$ cat src/rtl/rcservo_frame_scheduler.sv
// Frame scheduler for a bank of RC-servo PWM outputs driven from one shared frame counter.
// Optional slew limiting of width changes is compiled in with `define RCSERVO_SLEW_EN.
`timescale 1ns/1ps

module rcservo_frame_scheduler #(
    parameter int NUM_CH       = 4,
    parameter int FRAME_TICKS  = 480000,
    parameter int CENTER_TICKS = 72000,
    parameter int MIN_TICKS    = 48000,
    parameter int MAX_TICKS    = 96000,
    parameter int SLEW_TICKS   = 256
) (
    input  logic              clk,
    input  logic              rst_n,
    input  logic              enable,
    input  logic              cmd_valid,
    output logic              cmd_ready,
    input  logic [3:0]        cmd_ch,
    input  logic [31:0]       cmd_offset,
    output logic [NUM_CH-1:0] pwm,
    output logic              frame_start,
    output logic              busy
);

    localparam int CW         = $clog2(FRAME_TICKS + 1);
    localparam int FRAME_LAST = FRAME_TICKS - NUM_CH - 1;

    localparam logic signed [32:0] CENTER_S = 33'(CENTER_TICKS);
    localparam logic signed [32:0] MIN_S    = 33'(MIN_TICKS);
    localparam logic signed [32:0] MAX_S    = 33'(MAX_TICKS);

    localparam logic [CW-1:0] CENTER_W = CW'(CENTER_TICKS);
    localparam logic [CW-1:0] MIN_W    = CW'(MIN_TICKS);
    localparam logic [CW-1:0] MAX_W    = CW'(MAX_TICKS);

    // Reject configurations where the longest pulse would not fit in the frame.
    if (MAX_TICKS >= FRAME_TICKS - NUM_CH) begin : g_bad_max
        $error("MAX_TICKS must be below FRAME_TICKS-NUM_CH");
    end
    if (NUM_CH < 1 || NUM_CH > 16) begin : g_bad_num_ch
        $error("NUM_CH must be in 1..16");
    end
    if (SLEW_TICKS < 1) begin : g_bad_slew
        $error("SLEW_TICKS must be positive");
    end

    typedef enum logic [1:0] {
        IDLE   = 2'd0,
        UPDATE = 2'd1,
        FRAME  = 2'd2
    } state_t;

    state_t        state_q, state_d;
    logic [CW-1:0] cnt_q, cnt_d;

    logic                cmd_fire;
    logic signed [32:0]  cmd_sum;
    logic [CW-1:0]       cmd_width;

    always_ff @(posedge clk or negedge rst_n) begin
        if (!rst_n) begin
            state_q <= IDLE;
            cnt_q   <= '0;
        end else begin
            state_q <= state_d;
            cnt_q   <= cnt_d;
        end
    end

    // One counter serves as the channel index in UPDATE and the frame tick in FRAME.
    always_comb begin
        state_d     = state_q;
        cnt_d       = cnt_q;
        cmd_ready   = 1'b0;
        busy        = 1'b0;
        frame_start = 1'b0;
        case (state_q)
            IDLE: begin
                cmd_ready = rst_n;
                cnt_d     = '0;
                if (enable) begin
                    state_d = UPDATE;
                end
            end
            UPDATE: begin
                busy = 1'b1;
                if (cnt_q == CW'(NUM_CH - 1)) begin
                    cnt_d   = '0;
                    state_d = FRAME;
                end else begin
                    cnt_d = cnt_q + 1'b1;
                end
            end
            FRAME: begin
                busy        = 1'b1;
                cmd_ready   = rst_n;
                frame_start = (cnt_q == '0);
                if (cnt_q == CW'(FRAME_LAST)) begin
                    cnt_d   = '0;
                    state_d = enable ? UPDATE : IDLE;
                end else begin
                    cnt_d = cnt_q + 1'b1;
                end
            end
            default: begin
                state_d = IDLE;
                cnt_d   = '0;
            end
        endcase
    end

    assign cmd_fire = cmd_valid && cmd_ready;

    // Sign-extend the offset so large negative commands clamp low instead of wrapping.
    always_comb begin
        cmd_sum = CENTER_S + $signed({cmd_offset[31], cmd_offset});
        if (cmd_sum < MIN_S) begin
            cmd_width = MIN_W;
        end else if (cmd_sum > MAX_S) begin
            cmd_width = MAX_W;
        end else begin
            cmd_width = cmd_sum[CW-1:0];
        end
    end

    for (genvar gi = 0; gi < NUM_CH; gi++) begin : g_ch
        logic [CW-1:0] target_q, target_d;
        logic [CW-1:0] cur_q, cur_d;
        logic [CW-1:0] cur_step;
        logic          wr;
        logic          upd;

        assign wr  = cmd_fire && ({28'd0, cmd_ch} == 32'(gi));
        assign upd = (state_q == UPDATE) && (cnt_q == CW'(gi));

`ifdef RCSERVO_SLEW_EN
        localparam logic signed [CW:0] SLEW_S = (CW+1)'(SLEW_TICKS);
        logic signed [CW:0] diff;

        always_comb begin
            diff = $signed({1'b0, target_q}) - $signed({1'b0, cur_q});
            if (diff > SLEW_S) begin
                cur_step = cur_q + CW'(SLEW_TICKS);
            end else if (diff < -SLEW_S) begin
                cur_step = cur_q - CW'(SLEW_TICKS);
            end else begin
                cur_step = target_q;
            end
        end
`else
        assign cur_step = target_q;
`endif

        assign target_d = wr ? cmd_width : target_q;
        assign cur_d    = upd ? cur_step : cur_q;

        always_ff @(posedge clk or negedge rst_n) begin
            if (!rst_n) begin
                target_q <= CENTER_W;
                cur_q    <= CENTER_W;
            end else begin
                target_q <= target_d;
                cur_q    <= cur_d;
            end
        end

        assign pwm[gi] = (state_q == FRAME) && (cnt_q < cur_q);
    end

endmodule
$ cat config.mk
export PLATFORM = sky130hd
export DESIGN_NAME = rcservo_frame_scheduler
export DESIGN_NICKNAME = d
export VERILOG_FILES = /design/src/rtl/rcservo_frame_scheduler.sv
export SDC_FILE = /design/constraint.sdc
export NUM_CORES = 1
export LEC_CHECK = 0
export BUFFER_PORTS_ARGS = -buffer_cell sky130_fd_sc_hd__buf_2
export CORE_UTILIZATION = 35
export DETAILED_ROUTE_END_ITERATION = 16
export HOLD_SLACK_MARGIN = 0.12
export PLACE_DENSITY_LB_ADDON = 0.1
export SLEW_MARGIN = 20
export SYNTH_ARGS = -nofsm -noshare
export SYNTH_HDL_FRONTEND = slang
export SYNTH_SLANG_ARGS = --single-unit
$ cat constraint.sdc
create_clock -name clk -period 3.2 [get_ports clk]
set_input_delay 0.32 -clock clk [delete_from_list [all_inputs] [get_ports clk]]
set_output_delay 0.32 -clock clk [all_outputs]
set_load 0.02 [all_outputs]
**After elaboration in Yosys (flattened, before gate mapping)**

Cells that the tools add are included.

- Add/subtract/negate cells: 2
- Multipliers: 0
- Div/mod/pow operators: 0
- Order comparisons: 6
- Equality and inequality tests: 12
- Shifts and indexed selects: 0
- Mux-type cells: 13
- Bitwise operators: 0
- Reductions and logical operators: 19

Operators with widths:

| kind | count |
|---|---|
| < comparator 19 bit | 4 |
| 2-to-1 mux 19 bit | 4 |
| equality test 19 x 2 -> 1 bit, second input constant | 2 |
| one-hot mux 19 bit (2 select lines) | 1 |
| adder 18 x 32 -> 33 bit, first input constant | 1 |
| greater-than comparator 33 x 18 -> 1 bit, second input constant | 1 |
| < comparator 33 x 17 -> 1 bit, second input constant | 1 |
| adder 19 x 1 -> 19 bit, second input constant | 1 |
| equality test 19 x 1 -> 1 bit, second input constant | 1 |
| equality test 19 bit, second input constant | 1 |
| zero test 19 bit | 1 |
| logical AND 1 bit | 13 |
| equality test 4 x 2 -> 1 bit, second input constant | 2 |
| 2-to-1 mux 2 bit | 3 |
| inequality test 2 bit, second input constant | 3 |
| one-hot mux 2 bit (3 select lines) | 1 |
| equality test 4 x 1 -> 1 bit, second input constant | 1 |
| zero test 4 bit | 1 |
| 2-to-1 mux 1 bit | 4 |
| OR reduction 2 bit | 2 |
| AND reduction 3 bit | 1 |
| equality test 2 x 1 -> 1 bit, second input constant | 1 |
| equality test 2 bit, second input constant | 1 |
| zero test 2 bit | 1 |

- Flip-flop bits (word level): 173
- Bits in latches: 0
- Memory bits (writable): 0
- Bits in read-only memories: 0
- Input port bits: 40
- Logic and storage cells: 62
- Memories kept: 0

**Logic depth before layout (Yosys ltp)**

Gate-level depths: netlist (run 1).

- Word-level depth: 5
- Gate-level depth with buffers: 12

**Worst setup path before layout (run 1)**

No wires, ideal clock.

- Path type: input -> register
- Start point: input cmd_offset[17]
- End point: register g_ch[0].target_q[4]
- Arrival time: 2.772 ns
- Data required time: 3.108 ns
- Path slack: 0.336 ns
- Stages on the path: 10
- Path through: buf_2 > inv_1 > or4_4 > mux2_4 > a2111oi_4 > nand4_4 > or3_4 > buf_6 > buf_6 > o31ai_2

- Longest elaborated chain between the ends: 4

RTL lines:

| item | RTL line | source |
|---|---|---|
| start, declared | 19 | `input logic [31:0] cmd_offset,` |
| adder 18 x 32 -> 33 bit * | 116 | `cmd_sum = CENTER_S + $signed({cmd_offset[31], cmd_offset});` |
| greater-than comparator 33 x 18 -> 1 bit | 119 | `end else if (cmd_sum > MAX_S) begin` |
| 2-to-1 mux 19 bit | 119 |  |
| 2-to-1 mux 19 bit * | 117 | `if (cmd_sum < MIN_S) begin` |
| end signal, assigned | 162 | `target_q <= target_d;` |
| end, declared | 127 | `logic [CW-1:0] target_q, target_d;` |

Every way passes the cells marked *; elsewhere a longest branch is shown, timed or not.
A chain may end at the register's enable or synchronous reset.

**Final worst setup path (run 1)**

- Start point: register cnt_q[1]
- End point: output pwm[1]

- Longest elaborated chain between the ends: 2

RTL lines:

| item | RTL line | source |
|---|---|---|
| start, declared | 54 | `logic [CW-1:0] cnt_q, cnt_d;` |
| start signal, assigned | 66 | `cnt_q <= cnt_d;` |
| < comparator 19 bit | 167 | `assign pwm[gi] = (state_q == FRAME) && (cnt_q < cur_q);` |
| logical AND 1 bit | 167 |  |
| end, declared | 20 | `output logic [NUM_CH-1:0] pwm,` |

No other way between the ends.

==> run summary, run 1 <==
Reg2reg setup slack - 0.61 ns
Core area - 27710 um^2
Final setup vio count - 0
Hold Slack - 0.1914 ns
Inserted Diodes - 0
RSZ-0062 raised after global routing - no
Top cell by count, worst path - a21o_1
Synthesized area - 9854 um^2
CTS tree - yes
Commonest non-fill, non-tap cell in the layout - dfrtp_1
Required time of the worst setup path - 2.88 ns
IO buf count - 46
Syn_nets - 1092
Highest-count cells in the layout ignoring fill and taps - dfrtp_1 (133), nand2_1 (100), inv_1 (85)
Antenna violations before repair - 0
CP top delay family - compound AO/OA/AOI/OAI gates
Sequential area share after synthesis - 0.4444
DIE HEIGHT - 169.8 um
GRT Util Overall - 0.1932
Arr. time, crit path - 2.68 ns
Synth Warn # - 0
Multi-input logic area - 5012 um^2
Layout cell share with drive strength beyond 1 - 0.2542
Worst-path clk slew - 0.08 ns
Synth Flop Type - dfrtp_1
PwrDens - 575.7 nW/um^2
Synth area leaders - dfrtp_1 (34%), dfstp_2 (11%), ha_1 (10%)
Max Freq - 0.3329 GHz
Setup_tns - 0 ns
CP Cell Sequence - ha_1 > a21o_1 > a21o_1 > a211o_1 > a21oi_1 > o21ai_0 > a21oi_2 > buf_2
Chip Width - 169.8 um
First-pass GRT wire length - 41870 um
HP Class - primary input to flip-flop
Crit. End Element - output port
Slew margin rel. - 0.3752
Clock root cell - clkbuf_16
Vias in the first global route - 7213
Worst r2r src - cnt_q[2]$_DFF_PN0_
Die area - 28830 um^2
R2R depth - 9
Residual DRC - 0
Placed wire-length estimate - 19360 um
Syn_area_per_cell - 10.15 um^2
WL final - 26030 um
FP Rows - 61
Via/cell ratio - 5.021
Cell accounting for the most synthesized area - dfrtp_1
CP startpoint kind - flip-flop
Worst skew pair latency - 0.44 ns
Post-Layout Cell Count - 1440
Clock Skews - 0.01324 ns
Buffers & Inverters on Critical Path - 1
Count of cell types in the netlist - 69
Total grt overflow - 0
Vias - 7230
Worst slew pin tran - 0.9372 ns
H-tree levels - 4
WS Path Type - flip-flop to output port
VDD IR max - 0.3345 mV
Area growth, synth to finish - 15.35%
Fillers - 2717
Max clock buf depth - 2
Leak - 5.161 nW
1st-pass router iterations - 4
CP max FO - 2
Storage cell area - 4379 um^2
Max-cap violations - 0
Final hold vios - 0
Largest net degree at the start of global routing - 73
Synth top area share - 0.3377
Mapped Cells - 971
GPL Wtd Cong - 0.8282
Asr flop ratio synth - 1.000
Clk sink count - 173
Post-synthesis register bit count - 173
Ports - 47
Initial Utilization - 0.3557
Iteration-0 DRC Markers - 292
CP max-delay cell - dfrtp_1
Final slew viol count - 0
Period utilization - 0.9387
Crit path time final - 3.004 ns
Num CTS Buffers - 17
Post-DR wirelength/cell - 18.08 um
Outcome - completed
Post-synth EDFFs - 0
Layout net count - 1170
Hold wc startpoint - cmd_offset[2]
Largest stage delay, worst path - 0.44 ns
WHS Endpoint - g_ch[0].cur_step[2]$_DFFE_PN0P_
Setup repair bufs after CTS - 0
FF-to-FF End - g_ch[3].cur_q[10]$_DFFE_PN0P_
Hold Path Depth - 3
Detail Route Antenna Nets - 0
DP Cell Count - 1407
-- kinds of logic (layout without fill, tap and decap cells) --
group,after synthesis,count (layout),share of synthesized area
xor+xnor,25,25,0.02222
flops,173,173,0.4444
fa+ha+maj,81,81,0.1028
mux,80,80,0.09154
buf+inv,121,212,0.04812
simple gates,292,292,0.1460
compound gates,199,199,0.1449
-- routing by layer --
layer,track usage,up-vias,routed length (um)
met5,0,-,0
met4,0.04935,0,298
met1,0.2768,3517,13280
met2,0.3060,94,11900
met3,0.02589,18,560
li1,-,3601,-
-- where the power goes --
part           internal [mW]  total (mW)  leakage, nW  switching [mW]
Combinational          0.702        1.58         2.65           0.878
Clock                   1.05        2.03        0.280           0.974
Sequential              2.69        2.94         2.23           0.246
-- worst min-delay path, delay by kind of cell --
family	cells	cell delay (ns)
buf+inv	1	0.15
simple gates	1	0.07
compound gates	1	0.05
-- cell usage after synthesis (11+ instances only) --
| master | count |
|---|---|
| o22a_1 | 13 |
| and3_1 | 14 |
| and2_1 | 11 |
| nand3_1 | 26 |
| xnor2_1 | 11 |
| mux2_2 | 77 |
| nor4_1 | 11 |
| o31ai_1 | 18 |
| nor2_1 | 59 |
| nand2_1 | 100 |
| clkbuf_1 | 29 |
| ha_1 | 81 |
| nor3_1 | 14 |
| o21ai_0 | 34 |
| dfstp_2 | 40 |
| xor2_1 | 14 |
| a21oi_1 | 35 |
| nand2b_1 | 14 |
| inv_1 | 85 |
| a21o_1 | 22 |
| nand4_1 | 11 |
| dfrtp_1 | 133 |
-- worst max-delay path by stage --
stage	slack, ns	endpoint	cells past startpoint	from
final	0.20	pwm[1]	8	cnt_q[1]$_DFF_PN0_
after global placement	0.20	g_ch[3].cur_step[6]$_DFFE_PN1P_	8	cmd_offset[17]
after detailed placement	0.07	g_ch[3].cur_step[6]$_DFFE_PN1P_	8	cmd_offset[17]
after floorplan	0.34	g_ch[0].cur_step[4]$_DFFE_PN0P_	10	cmd_offset[17]
after CTS	0.04	pwm[1]	8	cnt_q[1]$_DFF_PN0_
after global routing	0.04	pwm[1]	8	cnt_q[1]$_DFF_PN0_
-- flip-flops by register name, indices dropped and copies added, names as in the netlist --
signal and cells:
g_ch.cur_q 76, g_ch.cur_step 76, cnt_q 19, state_q 2
-- through the flow --
stage                       util  area (um^2)  setup WS (ns)  total power, mW
after floorplan                -         9854         0.3360            3.973
after global placement    0.3894        10790         0.2000            4.556
after detailed placement  0.3894        10790        0.07280            4.581
after CTS                 0.4102        11360        0.03665            6.640
after global routing      0.4103        11370        0.03950            6.953
final                     0.4103        11370         0.1960            6.545
-- area by class of cell --
class	count	share of cell area
clock buffer	19	0.03897
clock inverter	13	0.01068
inverter	85	0.02807
multi-input combinational	677	0.4409
sequential	173	0.3852
tap	378	0.04161
timing repair buffer	95	0.05449
-- timing repair --
| item | CTS | global route |
|---|---|---|
| hold buffers | 1 | 0 |
| resized for setup | 0 | 1 |
| endpoints found under the hold margin | 32 | 0 |
| setup endpoints to repair | 0 | 1 |
No activity file was read; power rests on OpenSTA's default activity.
==> inputs of run 2 (changes only) <==
CELL_PAD_IN_SITES_DETAIL_PLACEMENT = 0   (was unset)
CELL_PAD_IN_SITES_GLOBAL_PLACEMENT = 2   (was unset)
CORE_ASPECT_RATIO = 0.8   (was unset)
clock period = 2.6 ns   (was 3.2 ns; I/O delays follow)
==> run summary, run 2 (synthesis gave the netlist of run 1 again) <==
R2R depth - 9
Clk sink count - 173
Worst setup endpoint - pwm[2]
Storage cell area - 4384 um^2
Failing checks - negative setup slack
Inserted Diodes - 0
Clock root cell - clkbuf_16
P_sw - 2.609 mW
Fin worst setup slack - -0.009963 ns
Vias in the first global route - 7582
Area growth, synth to finish - 22.70%
Combinational Power Share - 0.257
FF-to-FF End - g_ch[2].cur_step[15]$_DFFE_PN0P_
Crit path time final - 2.610 ns
Iteration-0 DRC Markers - 387
Switching share of power - 0.3156
Detail Route Antenna Nets - 0
Hold Slack - 0.2167 ns
IO buf count - 46
1st-pass router iterations - 5
Worst-path clk slew - 0.07 ns
Max-cap violations - 0
Placed wire-length estimate - 20630 um
Initial Utilization - 0.3584
RSZ-0062 raised after global routing - yes
Chip Width - 189.6 um
Worst Setup SP - cnt_q[1]$_DFF_PN0_
Num CTS Buffers - 17
Outcome - finished, violations left
CP startpoint kind - flip-flop
Slew margin rel. - 0.3590
Final setup vio count - 1
DIE HEIGHT - 152.1 um
Leak - 5.497 nW
Final hold vios - 0
Post-DR wirelength/cell - 18.70 um
Reg2reg setup slack - 0.26 ns
GRT Util Overall - 0.2026
First-pass GRT wire length - 44390 um
Highest-count cells in the layout ignoring fill and taps - dfrtp_1 (129), nand2_1 (100), buf_4 (95)
Arr. time, crit path - 2.35 ns
Crit. End Element - output port
Final Cell Area - 12090 um^2
CP max FO - 5
Fillers - 2665
DP Cell Count - 1446
Multi-input logic area - 5164 um^2
Clk network pwr share - 0.309
GPL Wtd Cong - 0.7924
WS Path Type - flip-flop to output port
Setup_tns - -0.009963 ns
Core area - 27500 um^2
Total grt overflow - 0
Worst skew pair latency - 0.45 ns
H-tree levels - 4
Worst slew pin tran - 0.9616 ns
Period utilization - 1.004
Worst r2r src - state_q[0]$_DFFE_PN0P_
Post-Layout Cell Count - 1486
Vias - 7475
HP Class - primary input to flip-flop
Antenna violations before repair - 0
Via/cell ratio - 5.030
Sequential Power Share - 0.433
Residual DRC - 0
DP Area - 11270 um^2
PwrDens - 683.7 nW/um^2
Clock Skews - 0.01204 ns
Die area - 28830 um^2
Ports - 47
WL final - 27800 um
Largest net degree at the start of global routing - 174
VDD IR max - 0.5246 mV
Layout net count - 1230
Final slew viol count - 0
Commonest non-fill, non-tap cell in the layout - dfrtp_1
CTS tree - yes
Required time of the worst setup path - 2.34 ns
Layout cell share with drive strength beyond 1 - 0.3191
Max clock buf depth - 2
FP Rows - 54
Max Freq - 0.3831 GHz
Internal power - 5.657 mW
[run 2: area by class of cell]
type,instances,share of cell area
inverters,85,0.02639
multi-input cells,677,0.4270
flip-flops and latches,173,0.3626
well taps,364,0.03767
clock buffers,17,0.03518
clock inverters,15,0.01242
repair buffers,155,0.09872
[run 2: through the flow]
stage	total power [mW]	setup slack, ns	utilization
after global placement	5.664	-0.09690	0.4099
final	8.267	-0.009963	0.4397
after floorplan	4.896	0.005075	-
after CTS	8.350	-0.08863	0.4377
after detailed placement	5.689	-0.1351	0.4099
after global routing	8.796	-0.1020	0.4397
[run 2: routing by layer]
metal,track usage,wire (um),share of wire
met1,0.3222,15510,0.56
met2,0.2850,11500,0.41
met3,0.03072,589,0.021
met4,0.04109,199,0.0072
met5,0,0,0
[run 2: worst min path at each step]
| stage | startpoint | cells past startpoint | endpoint |
|---|---|---|---|
| 2_1_floorplan | rst_n | 0 | cnt_q[0]$_DFF_PN0_ |
| 3_3_place_gp | g_ch[0].cur_step[6]$_DFFE_PN1P_ | 2 | g_ch[0].cur_step[6]$_DFFE_PN1P_ |
| 3_5_place_dp | g_ch[0].cur_step[6]$_DFFE_PN1P_ | 2 | g_ch[0].cur_step[6]$_DFFE_PN1P_ |
| 4_1_cts | cmd_offset[6] | 3 | g_ch[2].cur_step[6]$_DFFE_PN1P_ |
| 5_1_grt | cmd_offset[6] | 3 | g_ch[0].cur_step[6]$_DFFE_PN1P_ |
| 6_report | cmd_offset[6] | 3 | g_ch[3].cur_step[6]$_DFFE_PN1P_ |
[run 2: power groups by stage]
stage	logic, mW	registers (mW)	clock network (mW)
after detailed placement	2.05	3.64	0
after floorplan	1.36	3.53	0
final	2.13	3.58	2.56
after global placement	2.04	3.62	0
after CTS	2.14	3.59	2.62
after global routing	2.39	3.65	2.75
[run 2: what timing repair did]
action                                  4_1_cts  5_1_grt
endpoints found under the setup margin        5       20
buffers inserted                              1        0
pin swaps                                    20       10
resized for setup                            32       16
hold endpoints to repair                    151        0
hold buffers                                  7        0
[run 2: worst max-delay path: stages, from the launching register on]
cell and delay (ns):
dfrtp_2 0.47, ha_1 0.31, a21o_1 0.16, a21o_1 0.18, a21oi_2 0.18, o21ai_4 0.10, a21oi_2 0.20, o21a_1 0.16
buf_4 0.13
